## config.mk

```make
export PLATFORM = sky130hd
export DESIGN_NAME = button_debounce_filter_flat
export DESIGN_NICKNAME = d
export VERILOG_FILES = /design/src/rtl/button_debounce_filter_pkg.sv /design/src/rtl/button_debounce_filter_if.sv /design/src/rtl/button_debounce_filter_sync_chain.sv /design/src/rtl/button_debounce_filter.sv /design/src/flat_wrapper.sv
export SDC_FILE = /design/constraint.sdc
export NUM_CORES = 1
export LEC_CHECK = 0
export BUFFER_PORTS_ARGS = -buffer_cell sky130_fd_sc_hd__buf_4
export CELL_PAD_IN_SITES_DETAIL_PLACEMENT = 0
export CELL_PAD_IN_SITES_GLOBAL_PLACEMENT = 1
export CORE_AREA = 2 2 111 113
export CTS_CLUSTER_DIAMETER = 100
export DETAILED_ROUTE_END_ITERATION = 10
export DIE_AREA = 0 0 113 115
export GPL_ROUTABILITY_DRIVEN = 0
export GPL_TIMING_DRIVEN = 0
export PLACE_DENSITY = 0.52
export SLEW_MARGIN = 20
export SYNTH_ARGS = -nofsm -noshare
export SYNTH_HDL_FRONTEND = slang
export SYNTH_SLANG_ARGS = --single-unit
```

## constraint.sdc

```tcl
create_clock -name clk_in -period 4.1 [get_ports clk_in]
set_input_delay 0.41 -clock clk_in [delete_from_list [all_inputs] [get_ports clk_in]]
set_output_delay 0.41 -clock clk_in [all_outputs]
set_load 0.02 [all_outputs]
```

## src/rtl/button_debounce_filter_pkg.sv

```systemverilog
`default_nettype none
// -----------------------------------------------------------------------------
// button_debounce_filter_pkg : debouncer state encodings and shared timing
// Rev 1.0
// -----------------------------------------------------------------------------
package button_debounce_filter_pkg;

  typedef logic [1:0] state_t;

  localparam state_t S_LOW       = 2'd0;
  localparam state_t S_WAIT_HIGH = 2'd1;
  localparam state_t S_HIGH      = 2'd2;
  localparam state_t S_WAIT_LOW  = 2'd3;

  // 10 ms qualification and 1 s long press at 100 MHz
  localparam int DEF_SYNC_STAGES       = 2;
  localparam int DEF_STABLE_CYCLES     = 1_000_000;
  localparam int DEF_LONG_PRESS_CYCLES = 100_000_000;

  function automatic logic is_wait(input state_t s);
    return (s == S_WAIT_HIGH) || (s == S_WAIT_LOW);
  endfunction

endpackage
`default_nettype wire

```

## src/rtl/button_debounce_filter_if.sv

```systemverilog
`default_nettype none
// -----------------------------------------------------------------------------
// button_debounce_filter_if : raw button in, conditioned level/flags out
// Rev 1.0
// -----------------------------------------------------------------------------
interface button_debounce_filter_if;

  logic button_in;
  logic button_out;
  logic long_press_out;
  logic busy_out;

  modport master (
    output button_in,
    input  button_out,
    input  long_press_out,
    input  busy_out
  );

  modport slave (
    input  button_in,
    output button_out,
    output long_press_out,
    output busy_out
  );

endinterface
`default_nettype wire

```

## src/rtl/button_debounce_filter_sync_chain.sv

```systemverilog
`default_nettype none
// -----------------------------------------------------------------------------
// sync_chain : reset-to-0 flop chain bringing an asynchronous level into clk_in
// Rev 1.0
// -----------------------------------------------------------------------------
module sync_chain #(
  parameter int STAGES = 2
) (
  input  wire logic clk_in,
  input  wire logic resetn_in,
  input  wire logic d,
  output logic      q
);

  logic [STAGES-1:0] stages;

  always_ff @(posedge clk_in or negedge resetn_in) begin
    if (!resetn_in) begin
      stages <= '0;
    end else begin
      stages <= {stages[STAGES-2:0], d};
    end
  end

  assign q = stages[STAGES-1];

endmodule
`default_nettype wire

```

## src/rtl/button_debounce_filter.sv

```systemverilog
`default_nettype none
// -----------------------------------------------------------------------------
// button_debounce_filter : synchronise, debounce and long-press detect a button
// Rev 1.0
// -----------------------------------------------------------------------------
module button_debounce_filter
  import button_debounce_filter_pkg::*;
#(
  parameter int SYNC_STAGES       = DEF_SYNC_STAGES,
  parameter int STABLE_CYCLES     = DEF_STABLE_CYCLES,
  parameter int LONG_PRESS_CYCLES = DEF_LONG_PRESS_CYCLES
) (
  input  wire logic                  clk_in,
  input  wire logic                  resetn_in,
  button_debounce_filter_if.slave    btn
);

  localparam int STAB_W = $clog2(STABLE_CYCLES);
  localparam int HOLD_W = $clog2(LONG_PRESS_CYCLES);

  localparam logic [STAB_W-1:0] STAB_LAST = STAB_W'(STABLE_CYCLES - 1);
  localparam logic [STAB_W-1:0] STAB_ONE  = STAB_W'(1);
  localparam logic [HOLD_W-1:0] HOLD_LAST = HOLD_W'(LONG_PRESS_CYCLES - 1);
  localparam logic [HOLD_W-1:0] HOLD_ONE  = HOLD_W'(1);

  logic              sync;
  state_t            state;
  state_t            state_nxt;
  logic [STAB_W-1:0] stab_cnt;
  logic [STAB_W-1:0] stab_nxt;
  logic [HOLD_W-1:0] hold_cnt;
  logic [HOLD_W-1:0] hold_nxt;
  logic              long_press;
  logic              long_press_nxt;
  logic              button_q;
  logic              busy_q;

  sync_chain #(
    .STAGES (SYNC_STAGES)
  ) u_sync_chain (
    .clk_in    (clk_in),
    .resetn_in (resetn_in),
    .d         (btn.button_in),
    .q         (sync)
  );

  always_comb begin
    state_nxt      = state;
    stab_nxt       = stab_cnt;
    hold_nxt       = hold_cnt;
    long_press_nxt = long_press;
    case (state)
      S_LOW: begin
        if (sync) begin
          state_nxt = S_WAIT_HIGH;
          stab_nxt  = '0;
        end
      end
      S_WAIT_HIGH: begin
        if (!sync) begin
          state_nxt = S_LOW;
        end else if (stab_cnt == STAB_LAST) begin
          state_nxt = S_HIGH;
        end else begin
          stab_nxt = stab_cnt + STAB_ONE;
        end
      end
      S_HIGH: begin
        // Hold time accumulates across rejected release bounces.
        if (hold_cnt == HOLD_LAST) begin
          long_press_nxt = 1'b1;
        end else begin
          hold_nxt = hold_cnt + HOLD_ONE;
        end
        if (!sync) begin
          state_nxt = S_WAIT_LOW;
          stab_nxt  = '0;
        end
      end
      S_WAIT_LOW: begin
        if (sync) begin
          state_nxt = S_HIGH;
        end else if (stab_cnt == STAB_LAST) begin
          state_nxt      = S_LOW;
          hold_nxt       = '0;
          long_press_nxt = 1'b0;
        end else begin
          stab_nxt = stab_cnt + STAB_ONE;
        end
      end
      default: begin
        state_nxt = S_LOW;
      end
    endcase
  end

  // Outputs are flopped from the next state so they switch with the FSM.
  always_ff @(posedge clk_in or negedge resetn_in) begin
    if (!resetn_in) begin
      state      <= S_LOW;
      stab_cnt   <= '0;
      hold_cnt   <= '0;
      long_press <= 1'b0;
      button_q   <= 1'b0;
      busy_q     <= 1'b0;
    end else begin
      state      <= state_nxt;
      stab_cnt   <= stab_nxt;
      hold_cnt   <= hold_nxt;
      long_press <= long_press_nxt;
      button_q   <= (state_nxt == S_HIGH) || (state_nxt == S_WAIT_LOW);
      busy_q     <= is_wait(state_nxt);
    end
  end

  assign btn.button_out     = button_q;
  assign btn.long_press_out = long_press;
  assign btn.busy_out       = busy_q;

endmodule
`default_nettype wire
```

## src/flat_wrapper.sv

```systemverilog
// flat-port wrapper written by rule: the top's interface ports become plain ports
module button_debounce_filter_flat import button_debounce_filter_pkg::*;
#(
  parameter int SYNC_STAGES       = DEF_SYNC_STAGES,
  parameter int STABLE_CYCLES     = DEF_STABLE_CYCLES,
  parameter int LONG_PRESS_CYCLES = DEF_LONG_PRESS_CYCLES
)
  (clk_in, resetn_in, btn_button_in, btn_button_out, btn_long_press_out, btn_busy_out);
  button_debounce_filter_if btn_i ();
  input  wire logic clk_in;
  input  wire logic resetn_in;
  input wire logic [$bits(btn_i.button_in)-1:0] btn_button_in;
  output wire logic [$bits(btn_i.button_out)-1:0] btn_button_out;
  output wire logic [$bits(btn_i.long_press_out)-1:0] btn_long_press_out;
  output wire logic [$bits(btn_i.busy_out)-1:0] btn_busy_out;
  assign btn_i.button_in = btn_button_in;
  assign btn_button_out = btn_i.button_out;
  assign btn_long_press_out = btn_i.long_press_out;
  assign btn_busy_out = btn_i.busy_out;
  button_debounce_filter #(.SYNC_STAGES(SYNC_STAGES), .STABLE_CYCLES(STABLE_CYCLES), .LONG_PRESS_CYCLES(LONG_PRESS_CYCLES)) u_core (.clk_in(clk_in), .resetn_in(resetn_in), .btn(btn_i));
endmodule
```

==> impl_metrics.ini, run 1 <==
[run_status]
status = finished, violations left
violations = design-rule violations

[finish]
final_common_cell = dfrtp_1
n_fill_cell = 1270
n_antenna_cell = 0
finalNetCount = 326
area_growth_syn_to_layout_pct = 13.1
layout_common_cells = dfrtp_1, nor2_1, nand3_1
regArea_sq_um = 1330
drive_gt1_share_pct = 10.6
multi_input_comb_area_sq_um = 1500
final_cell_area_sq_um = 3280
fin_util_pct = 27.8

[cts]
clk_latency_ns = 0.30
cts.repair.resized = 0
hold_buffers = 0
postCtsSetupBuffers = 0
path_clk_slew_ns = 0.07
cts-htree-levels = 2
clk_path_buf_depth = 2
cts_root_buffer = clkbuf_16
cts_tree = yes
cts.sinks = 53
numCtsBuffers = 5

[timing]
max_freq_ghz = 0.430
fin_setup_tns_ns = 0
maxSlewViolCount = 0
tightest_slew_ns = 0.707
fin_skew_ns = 0.00784
setup_viol_count_final = 0
hold_viol_final = 0
slew_headroom_pct = 52.9
rsz0062_at_grt = no
final.min_clock_period_ns = 2.33
finalCritPeriodShare_pct = 56.8
worst_slack_ns = 1.77

[floorplan]
start_util_pct = 24.6
dieArea_sq_um = 13000
io_pins = 6
core-area_sq_um = 11800
die_w_um = 113
rows = 40
die_height_um = 115

[power_and_ir_drop]
vdd_ir_drop_max_mv = 0.190
power.total_uw = 1020
leakagePower_uw = 0.00138
power_density_nw_per_um2 = 311

[setup_path]
slowest_delay_ns = 0.46
crit_type = flip-flop to flip-flop
cp.arrival_ns = 2.51
start_kind = flip-flop
crit_required_ns = 4.28
worstPathMaxFanout = 10
cp_common_cell = buf_2
crit_chain = and4_1 > buf_2 > nand4_1 > nor4_4 > buf_2 > nor2_1 > mux2_2
worst_path_max_delay_cell = nor4_4
cp-end-kind = flip-flop

[logic_synthesis]
netlist_instances = 309
ys_warn_count = 0
yosysSeqAreaShare_pct = 45.7
synth_edf_count = 0
async_reset_ff_share_pct = 100
ys.flop_type = dfrtp_1
ys_ff_latch = 53
syn_area_per_cell_sq_um = 9.39
ys_types = 45
yosys-top-cells-area = dfrtp_1, nand3_1, nor2_1, or3_1, o21ai_0
synth_top_area_share_pct = 45.7
syn_area_sq_um = 2900
synthesis.nets = 314
synth_area_leader_cell = dfrtp_1

[hold_path]
hold_path.class = input pin to async pin

[placed_design]
dpl.hpwl_mm = 4.98
io_buffers = 5
dpl-instance-area_sq_um = 3120
pre_cts_slack_ns = 1.79

[drt]
drc_errors = 1
routed_via_density = 5.03
avgRoutedWirePerCell_um = 15.7
final_antenna_net_count = 0
drt_iter0_markers = 184
drt-total-wl_mm = 7.35
vias = 2359
drt-pass1-iter-count = 8

[global_routing]
grt_pass1_vias = 2292
antenna_found_initial = 0
grt_max_degree = 54
grt_usage_pct = 12.1
overflow = 0
grt_pass1_wl_mm = 12.5

[run]
maxCapViolations = 0
-- path summary, 6_finish.rpt --
check                                              start                       endpoint  slack [ns]  cells after the start
min reg2reg                u_core.u_sync_chain.stages[0]  u_core.u_sync_chain.stages[1]        0.35                      0
max                                  u_core.hold_cnt[20]             u_core.hold_cnt[0]        1.77                      7
max reg2reg                          u_core.hold_cnt[20]             u_core.hold_cnt[0]        1.77                      7
max in group asynchronous                      resetn_in             u_core.hold_cnt[1]        3.47                      1
min                                            resetn_in            u_core.stab_cnt[19]        0.16                      1
min in group clk_in                        btn_button_in  u_core.u_sync_chain.stages[0]        0.22                      1
-- kinds of logic after synthesis --
| group | Yosys count | share of synthesized area, % |
|---|---|---|
| AOI/OAI and AO/OA | 52 | 10.5 |
| buffers and inverters | 17 | 2.72 |
| muxes | 7 | 2.55 |
| and+or+nand+nor | 160 | 32.2 |
| xor gates and xnor gates | 18 | 5.44 |
| adders and majority gates | 2 | 0.863 |
| DFF | 53 | 45.7 |
-- per-layer routing --
| metal | global-route usage [%] | wire length [um] | up-vias |
|---|---|---|---|
| met2 | 18.8 | 3320 | 44 |
| met1 | 17.3 | 3660 | 1148 |
| li1 | - | - | 1161 |
| met4 | 3.50 | 76 | 0 |
| met5 | 0 | 0 | - |
| met3 | 2.06 | 292 | 6 |
-- Yosys cell counts (3+ instances only) --
library cell,count
mux2_2,3
and4_1,5
nor4_1,5
nor2_1,29
or3_1,17
nand3_1,25
o21ai_0,20
nor3_1,7
nand2_1,22
xor2_1,11
dfrtp_1,53
a21oi_1,18
and3_1,12
clkbuf_1,4
buf_2,6
inv_1,5
a31oi_1,3
mux2i_1,4
nor4b_1,4
nand4_1,14
xnor2_1,7
nor4_4,3
-- metrics by stage --
stage,hold WS [ns],std cells
floorplan,0.114,309
global placement,0.334,461
detailed placement,0.345,461
CTS,0.203,469
global route,0.209,469
finish,0.159,469
-- registers in the layout, summed over array words and instances, names as in the netlist --
signal and cells:
u_core.hold_cnt 27, u_core.stab_cnt 20, u_core.state 2, u_core.u_sync_chain.stages 2, u_core.btn.button_out 1, u_core.btn.long_press_out 1
-- power breakdown --
group          internal (uW)  total, uW  switching, uW  leakage (uW)
combinational           7.05       28.8           21.8      0.000569
sequential               528        533           5.46      0.000732
clock                    260        459            200     0.0000799
total                    794       1020            227       0.00138
-- final cells by class --
type                    instances  share of cell area, %
multi-input cells             239                   45.6
flip-flops and latches         53                   40.4
well taps                     147                   5.61
clock buffers                   7                   4.65
plain buffers                  12                   1.83
repair buffers                  5                   1.14
inverters                       5                  0.572
clock inverters                 1                  0.153
-- worst max-delay path: cells and delay by family (launching register included) --
kind          cells  cell delay, ns
simple gates      4            0.99
buf+inv           2            0.51
flops             1            0.43
mux               1            0.29
Power figures use the tool's default switching activity.
==> run 2: changes to the inputs <==
==> constraint.sdc (replaced) <==
create_clock -name clk_in -period 2.3 [get_ports clk_in]
set_input_delay 0.23 -clock clk_in [delete_from_list [all_inputs] [get_ports clk_in]]
set_output_delay 0.23 -clock clk_in [all_outputs]
set_load 0.02 [all_outputs]
==> run 2 against run 1 <==
The flow finishes with violations (design-rule violations, negative hold slack). Routed wire length increased by 1.5%. Setup slack lost 1.7 ns. Sequential cell count unchanged. Global-route usage increased by 0.067 points. Count of clock-buffer cells in the layout unchanged. Clock power is 79% higher. Register-to-register slack got worse by 1.7 ns. Sequential power grew 78%. Via count increased by 1.4%.
==> impl_metrics.ini, run 2 (synthesis gave the netlist of run 1 again) <==
[power_and_ir_drop]
vdd_ir_drop_max_mv = 0.343
combPwrFrac_pct = 2.8
power_density_nw_per_um2 = 548
clkPwrFrac_pct = 45.0
power.internal_uw = 1420
leakagePower_uw = 0.00142
switching_power_uw = 406
p_seq_share_pct = 52.2
swShare_pct = 22.3

[run_status]
status = finished, violations left
violations = design-rule violations, negative hold slack

[global_routing]
grt_usage_pct = 12.1
grt_max_degree = 54
grt_pass1_wl_mm = 12.6
antenna_found_initial = 0
top_usage_layer = met2
grt_use_met2_pct = 18.9
grt_pass1_vias = 2297
overflow = 0
grt_use_met3_pct = 2.06
met1_usage_pct = 17.4

[timing]
max_freq_ghz = 0.458
hold_viol_final = 26
holdWs_ns = -0.0193
final.min_clock_period_ns = 2.18
maxSlewViolCount = 0
tightest_slew_ns = 0.713
slew_headroom_pct = 52.5
setup_viol_count_final = 0
finalCritPeriodShare_pct = 94.9
fin_setup_tns_ns = 0
fin_skew_ns = 0.00822

[drt]
drt_iter0_markers = 192
final_antenna_net_count = 0
drt-pass1-iter-count = 7
drc_errors = 1
drt-total-wl_mm = 7.46
routed_via_density = 5.08
vias = 2392
avgRoutedWirePerCell_um = 15.8

[setup_path]
cp-startpoint = u_core.hold_cnt[8]
crit_required_ns = 2.48
r2r-start = u_core.hold_cnt[8]
crit_chain = buf_2 > nor4b_2 > nand2_1 > nor4_4 > buf_2 > nor2_1 > mux2_2
cp_common_cell = buf_2
crit_type = flip-flop to flip-flop
cp-end-kind = flip-flop
worstPathMaxFanout = 10
start_kind = flip-flop
worst_path_max_delay_cell = nor4_4
cp.arrival_ns = 2.37
slowest_delay_ns = 0.38

[finish]
top_register = u_core.hold_cnt
n_antenna_cell = 0
finalNetCount = 328
largest_reg_flops = 27
n_fill_cell = 1269
area_growth_syn_to_layout_pct = 14.7
layout_common_cells = dfrtp_1, nor2_1, nand3_1
fin_util_pct = 28.2
final_common_cell = dfrtp_1
top_regs = u_core.hold_cnt x27, u_core.stab_cnt x20
final_cell_area_sq_um = 3330
drive_gt1_share_pct = 13.0

[cts]
cts.sinks = 53
cts_root_buffer = clkbuf_16
cts-htree-levels = 2
clk_path_buf_depth = 2
path_clk_slew_ns = 0.07
clk_latency_ns = 0.30
cts_tree = yes
numCtsBuffers = 5

[floorplan]
dieArea_sq_um = 13000
core-area_sq_um = 11800
io_pins = 6
die_w_um = 113
rows = 40
die_height_um = 115
start_util_pct = 24.6

[placed_design]
dpl-instance-area_sq_um = 3120
dpl.hpwl_mm = 4.98
io_buffers = 5

[run]
maxCapViolations = 0

[hold_path]
hold_path.class = input pin to async pin
run 2: layout make-up:
cell class,count,area [sq um],share of cell area (%)
plain buffers,11,56.3,1.69
multi-input cells,239,1520,45.8
clock buffers,7,153,4.59
inverters,5,18.8,0.564
flip-flops and latches,53,1330,39.9
repair buffers,8,60.1,1.81
well taps,147,184,5.53
clock inverters,1,5.00,0.150
run 2: stage by stage:
step	cells	worst slack [ns]	power, uW
2_1_floorplan	309	0.288	988
3_3_place_gp	461	-0.0281	1020
3_5_place_dp	461	-0.0129	1020
4_1_cts	470	0.0160	1850
5_1_grt	471	-0.0259	1900
6_report	471	0.118	1820
run 2: metal layers:
metal	part of all wire, %	vias up	wire length [um]
met5	0	-	0
met1	51	1183	3780
met4	1.2	0	91
met3	2.7	5	203
met2	45	34	3390
li1	-	1170	-
run 2: critical path, delay by kind of cell (launching register included):
family                 cells  cell delay (ns)
AND/OR/NAND/NOR            4             0.92
buffers and inverters      2             0.50
flip-flops                 1             0.36
multiplexers               1             0.28
run 2: path summary, 6_finish.rpt:
path / endpoint / slack (ns) / cells past startpoint
max reg2reg: u_core.hold_cnt[0] / 0.12 / 7
min in group clk_in: u_core.u_sync_chain.stages[0] / 0.04 / 1
min reg2reg: u_core.u_sync_chain.stages[1] / 0.35 / 0
max in group asynchronous: u_core.hold_cnt[1] / 1.85 / 1
max: u_core.hold_cnt[0] / 0.12 / 7
min: u_core.stab_cnt[19] / -0.02 / 1
run 2: power groups by stage:
| stage | registers, uW | logic, uW | clock network (uW) |
|---|---|---|---|
| after floorplan | 967 | 21.2 | 0 |
| after global placement | 968 | 54.9 | 0 |
| after detailed placement | 968 | 54.4 | 0 |
| after CTS | 950 | 54.5 | 849 |
| after global routing | 952 | 61.4 | 888 |
| final | 950 | 51.5 | 820 |
run 2: what timing repair did:
action                                  4_1_cts  5_1_grt
pin swaps                                     1        2
hold buffers                                  0        0
buffers inserted                              1        2
endpoints found under the setup margin        2       19
resized for setup                             1        5
==> run 3: changes to the inputs <==
--- a/config.mk
+++ b/config.mk
@@ -8,14 +8,15 @@
 export BUFFER_PORTS_ARGS = -buffer_cell sky130_fd_sc_hd__buf_4
 export CELL_PAD_IN_SITES_DETAIL_PLACEMENT = 0
 export CELL_PAD_IN_SITES_GLOBAL_PLACEMENT = 1
-export CORE_AREA = 2 2 111 113
+export CORE_AREA = 2 2 110 112
 export CTS_CLUSTER_DIAMETER = 100
 export DETAILED_ROUTE_END_ITERATION = 10
-export DIE_AREA = 0 0 113 115
+export DIE_AREA = 0 0 112 114
 export GPL_ROUTABILITY_DRIVEN = 0
 export GPL_TIMING_DRIVEN = 0
 export PLACE_DENSITY = 0.52
 export SLEW_MARGIN = 20
 export SYNTH_ARGS = -nofsm -noshare
 export SYNTH_HDL_FRONTEND = slang
+export SYNTH_HIERARCHICAL = 1
 export SYNTH_SLANG_ARGS = --single-unit
==> run 3 against run 2 <==
The run ends with negative hold slack, negative setup slack left. Register-to-register slack worse by 0.40 ns. Clock skew about the same. Worst hold slack worse by 0.0061 ns. Critical path depth up 1.
==> impl_metrics.ini, run 3 <==
[logic_synthesis]
netlist_instances = 306
ys_types = 48
ys.flop_type = dfrtp_1
yosys-top-cells-area = dfrtp_1, a21oi_1, a31oi_1, nand2_1, nor2_1
synth_area_leader_cell = dfrtp_1
synthesis.nets = 311
synth_top_area_share_pct = 46.8
netlist_top_cells_count = dfrtp_1, a21oi_1, nand2_1, nor2_1, a31oi_1
async_reset_ff_share_pct = 100
syn_area_per_cell_sq_um = 9.27
yosysMostFrequentCell = dfrtp_1
syn_area_sq_um = 2840
ys_warn_count = 6
yosysSeqAreaShare_pct = 46.8
ys_ff_latch = 53
synth_edf_count = 0

[drt]
vias = 2408
drt-pass1-iter-count = 4
drt-total-wl_mm = 7.76
drc_errors = 0
final_antenna_net_count = 0
drt_iter0_markers = 144
avgRoutedWirePerCell_um = 16.3
routed_via_density = 5.07

[placed_design]
pre_cts_slack_ns = -0.368
io_buffers = 5
dpl.hpwl_mm = 4.90
dpl-instance-area_sq_um = 3090
post-place-cells = 458

[global_routing]
grt_usage_pct = 12.6
grt_max_degree = 54
grt_pass1_vias = 2429
overflow = 0
antenna_found_initial = 0
grt_pass1_wl_mm = 12.6

[setup_path]
cp-end-kind = flip-flop
crit_required_ns = 2.52
crit_type = flip-flop to flip-flop
cp.arrival_ns = 2.81
worstPathMaxFanout = 7
start_kind = flip-flop

[cts]
cts.sinks = 53
hold_buffers = 0
cts_root_buffer = clkbuf_16
path_clk_slew_ns = 0.07
cts_tree = yes
numCtsBuffers = 5
cts-htree-levels = 2
clk_path_buf_depth = 2
clk_latency_ns = 0.31

[finish]
n_fill_cell = 1279
regArea_sq_um = 1330
drive_gt1_share_pct = 17.1
fin_cells = 475
layout_common_cells = dfrtp_1, a21oi_1, nand2_1
area_growth_syn_to_layout_pct = 20.5
finalNetCount = 332
top_register = u_core/hold_cnt
n_antenna_cell = 0
final_common_cell = dfrtp_1
final_cell_area_sq_um = 3420
top_regs = u_core/hold_cnt x27, u_core/stab_cnt x20, u_core/u_sync_chain/stages x2
multi_input_comb_area_sq_um = 1460
largest_reg_flops = 27

[timing]
setup_viol_count_final = 27
holdWs_ns = -0.0253
max_freq_ghz = 0.387
tightest_slew_ns = 0.829
rsz0062_at_grt = yes
maxSlewViolCount = 0
fin_skew_ns = 0.00836
finalCritPeriodShare_pct = 112
worst_slack_ns = -0.284
final.min_clock_period_ns = 2.58
fin_setup_tns_ns = -6.42
slew_headroom_pct = 44.3
hold_viol_final = 29

[floorplan]
core-area_sq_um = 11700
die_height_um = 114
dieArea_sq_um = 12800
start_util_pct = 24.2
die_w_um = 112
io_pins = 6
rows = 40

[power_and_ir_drop]
vdd_ir_drop_max_mv = 0.373
power_density_nw_per_um2 = 573
leakagePower_uw = 0.00141

[run_status]
violations = negative hold slack, negative setup slack
status = finished, violations left

[run]
maxCapViolations = 0

[hold_path]
hold_path.class = input pin to async pin
-- run 3: cell types whose count changed after synthesis, moves of 7 or more --
cell / change
nand3_1: -15
o21ai_0: -12
o21a_1: +10
a31oi_1: +17
nand4_1: -7
a21oi_1: +17
or3_1: -12
-- run 3: cells by family (layout without fill, tap and decap cells) --
| kind of cell | after synthesis | in the layout | synth area share, % |
|---|---|---|---|
| and+or+nand+nor | 116 | 116 | 21.7 |
| adders and majority gates | 2 | 2 | 0.882 |
| DFF | 53 | 53 | 46.8 |
| AOI/OAI and AO/OA | 94 | 94 | 20.7 |
| muxes | 5 | 5 | 1.81 |
| buffers and inverters | 25 | 47 | 4.68 |
| xor gates and xnor gates | 11 | 11 | 3.40 |
-- run 3: worst paths after layout --
kind,depth (start not counted),to,from,slack (ns)
worst min register to register,0,u_core/u_sync_chain/stages[1],u_core/u_sync_chain/stages[0],0.36
max in group asynchronous,1,u_core/hold_cnt[23],resetn_in,1.84
worst max-delay path,8,u_core/hold_cnt[17],u_core/hold_cnt[11],-0.28
worst min-delay path,1,u_core/hold_cnt[6],resetn_in,-0.03
min in group clk_in,1,u_core/u_sync_chain/stages[0],btn_button_in,0.03
worst max register to register,8,u_core/hold_cnt[17],u_core/hold_cnt[11],-0.28
-- run 3: report_power, final --
part / switching [uW] / internal, uW / total, uW / leakage (uW)
registers: 13.8 / 944 / 957 / 0.000729
logic: 59.2 / 24.0 / 83.2 / 0.000598
clock network: 374 / 545 / 918 / 0.0000831
total: 447 / 1510 / 1960 / 0.00141
-- run 3: through the flow --
stage               utilization (%)  total power, uW
floorplan                         -             1020
global placement               26.3             1060
detailed placement             26.4             1060
CTS                            28.6             2000
global route                   29.2             2030
finish                         29.2             1960
-- run 3: cell type report --
| class | instances | share of cell area (%) |
|---|---|---|
| multi-input combinational | 228 | 42.6 |
| timing repair buffer | 15 | 3.81 |
| clock inverter | 2 | 1.10 |
| tap | 147 | 5.38 |
| buffer | 15 | 3.26 |
| clock buffer | 6 | 4.06 |
| inverter | 9 | 0.988 |
| sequential | 53 | 38.8 |
-- run 3: repair_timing --
action	CTS	global route
cloned	0	1
endpoints found under the hold margin	0	0
buffers inserted	9	0
endpoints found under the setup margin	27	42
resized for setup	4	13
pin swaps	10	2
-- run 3: worst max-delay path, cell delays in order (launching register included) --
cell and delay, ns:
dfrtp_1 0.40, or4bb_1 0.50, or4_4 0.55, o31a_1 0.26, buf_6 0.13, a41o_1 0.21, buf_6 0.14, clkbuf_16 0.16
a31oi_1 0.15
-- run 3: per-layer routing --
metal  wire [um]  vias to the layer above  track usage, %
li1            -                     1175               -
met1        3750                     1203            16.4
met2        3690                       21            20.5
met3         172                        9            2.66
met4         157                        0            5.20
met5           0                        -               0
